<file path="src/rtl/gobou_ctrl_fc.sv">
// -----------------------------------------------------------------------------
// gobou_ctrl_fc
// Control sequencer for a gobou fully-connected layer. On a req pulse in IDLE
// it latches the layer parameters, then for every group of LANES output
// neurons it streams n_in ctrl beats (start/valid/stop) with input and weight
// read addresses. It waits D_PIPE cycles for the MAC/bias/activation pipeline
// to drain and then issues one output write per valid lane of the group.
//
// Ports
//   clk       clock
//   xrst      synchronous reset, active-high
//   req       start-layer pulse, sampled only in IDLE
//   n_in      number of input neurons (non-zero)
//   n_out     number of output neurons (non-zero)
//   in_base   input memory base address
//   w_base    weight memory base address
//   out_base  output memory base address
//   ack       high while IDLE (ready / done)
//   out_ctrl  ctrl_bus toward the MAC pipeline: [2]=start [1]=valid [0]=stop
//   in_addr   input memory read address
//   w_addr    weight memory read address (one LANES-wide word per row)
//   out_we    output memory write enable
//   out_addr  output memory write address
//   out_lane  lane index selecting the result word for the current write
//
// Every output is a flop. Next-state values are computed first and the
// output flops are then loaded from those next-state values, so each output
// already reflects the state it is reported in without any combinational
// path from an input.
// -----------------------------------------------------------------------------
module gobou_ctrl_fc #(
    parameter  int LANES  = 16,
    parameter  int IN_W   = 12,
    parameter  int OUT_W  = 10,
    parameter  int W_W    = 16,
    parameter  int D_PIPE = 6,
    localparam int LANE_W = (LANES > 1) ? $clog2(LANES) : 1
) (
    input  logic              clk,
    input  logic              xrst,
    input  logic              req,
    input  logic [IN_W-1:0]   n_in,
    input  logic [OUT_W-1:0]  n_out,
    input  logic [IN_W-1:0]   in_base,
    input  logic [W_W-1:0]    w_base,
    input  logic [OUT_W-1:0]  out_base,
    output logic              ack,
    output logic [2:0]        out_ctrl,
    output logic [IN_W-1:0]   in_addr,
    output logic [W_W-1:0]    w_addr,
    output logic              out_we,
    output logic [OUT_W-1:0]  out_addr,
    output logic [LANE_W-1:0] out_lane
);

    localparam int DCNT_W = $clog2(D_PIPE + 1);

    typedef enum logic [2:0] {
        IDLE,
        MAC,
        DRAIN,
        WRITE,
        DONE
    } state_e;

    // Sequencing state
    state_e              state_q,    state_d;
    logic [IN_W-1:0]     i_q,        i_d;
    logic [DCNT_W-1:0]   dcnt_q,     dcnt_d;
    logic [LANE_W-1:0]   k_q,        k_d;

    // Latched layer parameters, advanced once per group
    logic [IN_W-1:0]     n_in_q,     n_in_d;
    logic [IN_W-1:0]     in_base_q,  in_base_d;
    logic [W_W-1:0]      w_row_q,    w_row_d;    // w_base + group*n_in
    logic [OUT_W-1:0]    out_grp_q,  out_grp_d;  // out_base + group*LANES
    logic [OUT_W-1:0]    rem_q,      rem_d;      // n_out - group*LANES

    // Registered outputs
    logic                ack_q,      ack_d;
    logic [2:0]          out_ctrl_q, out_ctrl_d;
    logic [IN_W-1:0]     in_addr_q,  in_addr_d;
    logic [W_W-1:0]      w_addr_q,   w_addr_d;
    logic                out_we_q,   out_we_d;
    logic [OUT_W-1:0]    out_addr_q, out_addr_d;
    logic [LANE_W-1:0]   out_lane_q, out_lane_d;

    // Lane index of the last write in the current group: the group is full
    // unless fewer than LANES outputs remain.
    logic                full_grp;
    logic                more_grps;
    logic [LANE_W-1:0]   last_lane;

    assign full_grp  = (rem_q >= OUT_W'(LANES));
    assign more_grps = (rem_q >  OUT_W'(LANES));
    assign last_lane = full_grp ? LANE_W'(LANES - 1)
                                : (rem_q[LANE_W-1:0] - LANE_W'(1));

    always_comb begin
        // NOTE: every signal assigned here gets a default first; a path that
        // leaves one unassigned would infer a latch.
        state_d    = state_q;
        i_d        = i_q;
        dcnt_d     = dcnt_q;
        k_d        = k_q;
        n_in_d     = n_in_q;
        in_base_d  = in_base_q;
        w_row_d    = w_row_q;
        out_grp_d  = out_grp_q;
        rem_d      = rem_q;

        unique case (state_q)
            IDLE: begin
                if (req) begin
                    n_in_d    = n_in;
                    in_base_d = in_base;
                    w_row_d   = w_base;
                    out_grp_d = out_base;
                    rem_d     = n_out;
                    i_d       = '0;
                    state_d   = MAC;
                end
            end
            MAC: begin
                if (i_q == n_in_q - IN_W'(1)) begin
                    dcnt_d  = '0;
                    state_d = DRAIN;
                end else begin
                    i_d = i_q + IN_W'(1);
                end
            end
            DRAIN: begin
                if (dcnt_q == DCNT_W'(D_PIPE - 1)) begin
                    k_d     = '0;
                    state_d = WRITE;
                end else begin
                    dcnt_d = dcnt_q + DCNT_W'(1);
                end
            end
            WRITE: begin
                if (k_q == last_lane) begin
                    if (more_grps) begin
                        rem_d     = rem_q - OUT_W'(LANES);
                        w_row_d   = w_row_q + W_W'(n_in_q);
                        out_grp_d = out_grp_q + OUT_W'(LANES);
                        i_d       = '0;
                        state_d   = MAC;
                    end else begin
                        state_d = DONE;
                    end
                end else begin
                    k_d = k_q + LANE_W'(1);
                end
            end
            DONE:    state_d = IDLE;
            default: state_d = IDLE;
        endcase

        // Outputs follow the state being entered; addresses hold their last
        // value outside the state that drives them.
        ack_d      = (state_d == IDLE);
        out_ctrl_d = 3'b000;
        in_addr_d  = in_addr_q;
        w_addr_d   = w_addr_q;
        out_we_d   = 1'b0;
        out_addr_d = out_addr_q;
        out_lane_d = out_lane_q;

        if (state_d == MAC) begin
            out_ctrl_d = {(i_d == '0), 1'b1, (i_d == n_in_d - IN_W'(1))};
            in_addr_d  = in_base_d + i_d;
            w_addr_d   = w_row_d + W_W'(i_d);
        end
        if (state_d == WRITE) begin
            out_we_d   = 1'b1;
            out_lane_d = k_d;
            out_addr_d = out_grp_d + OUT_W'(k_d);
        end
    end

    always_ff @(posedge clk) begin
        // NOTE: sequential state uses non-blocking assignments only, so every
        // flop samples the pre-edge value of every other flop.
        if (xrst) begin
            state_q    <= IDLE;
            i_q        <= '0;
            dcnt_q     <= '0;
            k_q        <= '0;
            n_in_q     <= '0;
            in_base_q  <= '0;
            w_row_q    <= '0;
            out_grp_q  <= '0;
            rem_q      <= '0;
            ack_q      <= 1'b1;
            out_ctrl_q <= 3'b000;
            in_addr_q  <= '0;
            w_addr_q   <= '0;
            out_we_q   <= 1'b0;
            out_addr_q <= '0;
            out_lane_q <= '0;
        end else begin
            state_q    <= state_d;
            i_q        <= i_d;
            dcnt_q     <= dcnt_d;
            k_q        <= k_d;
            n_in_q     <= n_in_d;
            in_base_q  <= in_base_d;
            w_row_q    <= w_row_d;
            out_grp_q  <= out_grp_d;
            rem_q      <= rem_d;
            ack_q      <= ack_d;
            out_ctrl_q <= out_ctrl_d;
            in_addr_q  <= in_addr_d;
            w_addr_q   <= w_addr_d;
            out_we_q   <= out_we_d;
            out_addr_q <= out_addr_d;
            out_lane_q <= out_lane_d;
        end
    end

    assign ack      = ack_q;
    assign out_ctrl = out_ctrl_q;
    assign in_addr  = in_addr_q;
    assign w_addr   = w_addr_q;
    assign out_we   = out_we_q;
    assign out_addr = out_addr_q;
    assign out_lane = out_lane_q;

endmodule
</file>
<file path="config.mk">
export PLATFORM = sky130hd
export DESIGN_NAME = gobou_ctrl_fc
export DESIGN_NICKNAME = d
export VERILOG_FILES = /design/src/rtl/gobou_ctrl_fc.sv
export SDC_FILE = /design/constraint.sdc
export NUM_CORES = 1
export LEC_CHECK = 0
export CORE_MARGIN = 2
export CORE_UTILIZATION = 60
export CTS_CLUSTER_DIAMETER = 50
export DETAILED_ROUTE_END_ITERATION = 10
export GPL_TIMING_DRIVEN = 0
export PLACE_DENSITY = 0.88
export SYNTH_ARGS = -nofsm -noshare
export SYNTH_HDL_FRONTEND = slang
export SYNTH_SLANG_ARGS = --single-unit
export TNS_END_PERCENT = 100
</file>
<file path="constraint.sdc">
create_clock -name clk -period 18.1 [get_ports clk]
set_input_delay 4.525 -clock clk [delete_from_list [all_inputs] [get_ports clk]]
set_output_delay 4.525 -clock clk [all_outputs]
set_load 0.01 [all_outputs]
</file>
==> impl_metrics.csv <==
group,metric,value,unit
global_route,grt_pass1_wl,42.4,mm
global_route,grt.overflow.total,0,
drt,vias,8993,
placed_design,gp_congestion,0.984,
min_path,hold_end,"out_addr[5]",
sta,post-route-period-util,0.643,
floorplanning,initial_utilization,0.617,
setup_path,path_max_fanout,10,
logic_synthesis,ys_seq_area_frac,0.300,
cts,clock_latency,0.43,ns
logic_synthesis,synth_warnings,0,
setup_path,crit_type,"input pin to register",
global_route,first_global_vias,8125,
sta,slew_violations,0,
floorplanning,die-area,15300,µm²
logic_synthesis,synth_area_leaders,"dfxtp_1 30%, nor2_1 6.4%, xnor2_1 5.9%, nand2_1 5.7%, ha_1 5.4%",
cts,cts_hold_buffers,0,
drt,first_pass_iters,6,
logic_synthesis,synth_area,8600,µm²
cts,cts_sinks,129,
layout,layout_common_cells,"146 x nor2_1, 130 x nand2_1, 129 x dfxtp_1",
power_and_ir_drop,swShare,0.319,
cts,ctsResizeCount,0,
layout,fin_cells,1427,
floorplanning,ioPinCount,110,
logic_synthesis,ys_types,90,
logic_synthesis,syn_nets,1209,
setup_path,reg2reg_depth,20,
drt,wire_per_inst,19.6,µm
floorplanning,rows,43,
floorplanning,core_area,13900,µm²
sta,skew,0.00711,ns
drt,ant_nets,0,
logic_synthesis,async_flop_share,0,
power_and_ir_drop,ir_drop,0.0587,mV
cts,post_cts_buffers,0,
min_path,holdPathStages,2,
logic_synthesis,synth_edf_count,0,
floorplanning,die_h,124,µm
cts,clkTransAtPathRegs,0.06,ns
cts,cts_buffers,17,
power_and_ir_drop,cellInternalPower,0.000559,W
cts,clockBufferDepth,2,
sta,period_needed,11.64,ns
layout,final_common_cell,"nor2_1",
global_route,grt_max_degree,17,
cts,cts_tree,"built",
setup_path,start_kind,"input pin",
power_and_ir_drop,switchingPower,0.000262,W
global_route,grt_usage,0.368,
setup_path,arrival,11.96,ns
placed_design,placed_cells,1394,
cts,htree_num_levels,4,
power_and_ir_drop,p_leak,4.09,nW
setup_path,ff2ff_setup_slack,10.48,ns
cts,cts_root_buf,"clkbuf_16",
layout,drive_above_1_share,0.0561,
layout,final_nets,1338,
setup_path,worst_setup_path_end_kind,"register",
placed_design,portBuffers,108,
sta,setup_viol,0,
logic_synthesis,synthFlopType,"dfxtp_1",
drt,drc,0,
sta,finalHoldViolations,0,
setup_path,worst_ep_required_time,18.42,ns
sta,maxSlewHeadroom,0.135,
min_path,worstHoldStart,"out_addr[5]",
placed_design,dpl.hpwl,20.6,mm
logic_synthesis,avgSynthCellArea,7.78,µm²
power_and_ir_drop,clkPwrFrac,0.384,
logic_synthesis,synth_top_area_share,0.300,
setup_path,rr_endpoint,"in_addr[10]",
sta,fmax,85.9,MHz
global_route,grt_antenna_before_repair,0,
power_and_ir_drop,p_seq_frac,0.383,
sta,setup_tns,0,ns
logic_synthesis,synthCells,1105,
floorplanning,die_w,124,µm
power_and_ir_drop,powerDensity,78.6,nW/µm²
outcome,outcome,"finished, final reports clean",
drt,drt_iter0_drc,964,
job,drv_cap,0,
drt,vias_per_cell,6.30,
layout,diodes,0,
min_path,hold_path.class,"register to register",
setup_path,timing.rr.start,"state_q[1]",
drt,drt-total-wl,27.9,mm
logic_synthesis,synth-seq-cells,129,
power_and_ir_drop,pwr-share-comb,0.233,
logic_synthesis,yosys.area.top_type,"dfxtp_1",
sta,rsz0062_at_grt,"false",
sta,max_slew.worst_pin.slew,1.30,ns
layout,syn2layout_area_growth,21.6,%
## registers in the layout, indices dropped and copies added (netlist names), 4 cells and up
name / count
w_addr: 16
w_row_q: 16
n_in_q: 12
out_grp_q: 10
in_addr: 12
out_lane: 4
i_q: 12
out_addr: 10
rem_q: 10
k_q: 4
in_base_q: 12
## layout make-up
class | count | area, µm²
Buffer | 55 | 219
Sequential cell | 129 | 2580
Clock buffer | 20 | 447
Clock inverter | 12 | 87.6
Timing Repair Buffer | 110 | 1100
Tap cell | 180 | 225
Fill cell | 1066 | 3480
Inverter | 32 | 120
Multi-Input combinational cell | 889 | 5680
## cell usage after synthesis, drive strengths merged, types with 7 or more instances
cell type	instances
nand2	131
nor3	33
nor4	10
inv	32
nand3b	11
ha	37
o211ai	11
a21o	17
o21ai	50
and2	7
nand2b	8
or2	10
o31ai	7
a31oi	9
buf	9
nor2b	22
nand3	28
mux2i	25
a21oi	83
xor2	20
a211oi	24
a22oi	11
dfxtp	129
and3	7
nor2	148
nand4	10
clkbuf	46
xnor2	58
## power groups by stage
stage / clock (W) / sequential [W] / combinational (W)
6_report: 0.000316 / 0.000314 / 0.000192
5_1_grt: 0.000327 / 0.000316 / 0.000206
4_1_cts: 0.000315 / 0.000314 / 0.000187
3_5_place_dp: 0 / 0.000320 / 0.000184
3_3_place_gp: 0 / 0.000319 / 0.000182
2_1_floorplan: 0 / 0.000319 / 0.000118
## per-stage QoR
step / total power, W / cell area, µm² / worst slack [ns] / util / hold slack, ns
floorplan: 0.000437 / 8600 / 8.75 / - / 0.444
global placement: 0.000501 / 9900 / 6.29 / 0.711 / 0.443
detailed placement: 0.000504 / 9910 / 6.17 / 0.711 / 0.444
CTS: 0.000815 / 10400 / 6.58 / 0.750 / 0.453
global route: 0.000849 / 10500 / 6.13 / 0.750 / 0.470
finish: 0.000821 / 10500 / 6.46 / 0.750 / 0.453
## logic make-up after synthesis
kind of cell             count (synthesis)  synth area share
AO/OA/AOI/OAI                          287             0.233
AND/OR/NAND/NOR                        453             0.250
buffers and inverters                   87            0.0394
multiplexers                            27            0.0317
XOR/XNOR                                78            0.0795
adder cells (fa/ha/maj)                 44            0.0667
flip-flops                             129             0.300
## worst max-delay path, stage by stage
cell and delay [ns]:
clkbuf_1 0.35, nand2b_1 0.18, nor3_1 0.29, clkbuf_1 0.67
buf_1 0.62, clkbuf_1 0.69, clkbuf_1 0.72, buf_1 0.72
clkbuf_1 0.59, nand2_1 0.16, nand2_1 0.12, ha_1 0.17
inv_1 0.06, fa_1 0.42, maj3_1 0.39, a221oi_1 0.47
o221ai_1 0.18, nand3_1 0.14, o41a_1 0.19, mux2i_1 0.21
nand2_1 0.07
## worst max path at each step
stage          from     endpoint  slack, ns  depth (start not counted)
2_1_floorplan   req   w_addr[13]       8.75                         20
3_3_place_gp    req  in_addr[10]       6.29                         21
3_5_place_dp    req  in_addr[10]       6.17                         21
4_1_cts         req  in_addr[10]       6.58                         21
5_1_grt         req  in_addr[10]       6.13                         21
6_report        req  in_addr[10]       6.46                         21
## metal layers
layer / routed length (µm) / GRT usage / vias up / part of all wire
li1: - / - / 4226 / -
met1: 11700 / 0.498 / 4164 / 0.42
met2: 12200 / 0.567 / 524 / 0.44
met3: 3060 / 0.0875 / 79 / 0.11
met4: 976 / 0.146 / 0 / 0.035
met5: 0 / 0 / - / 0
No activity file was read; power rests on OpenSTA's default activity.
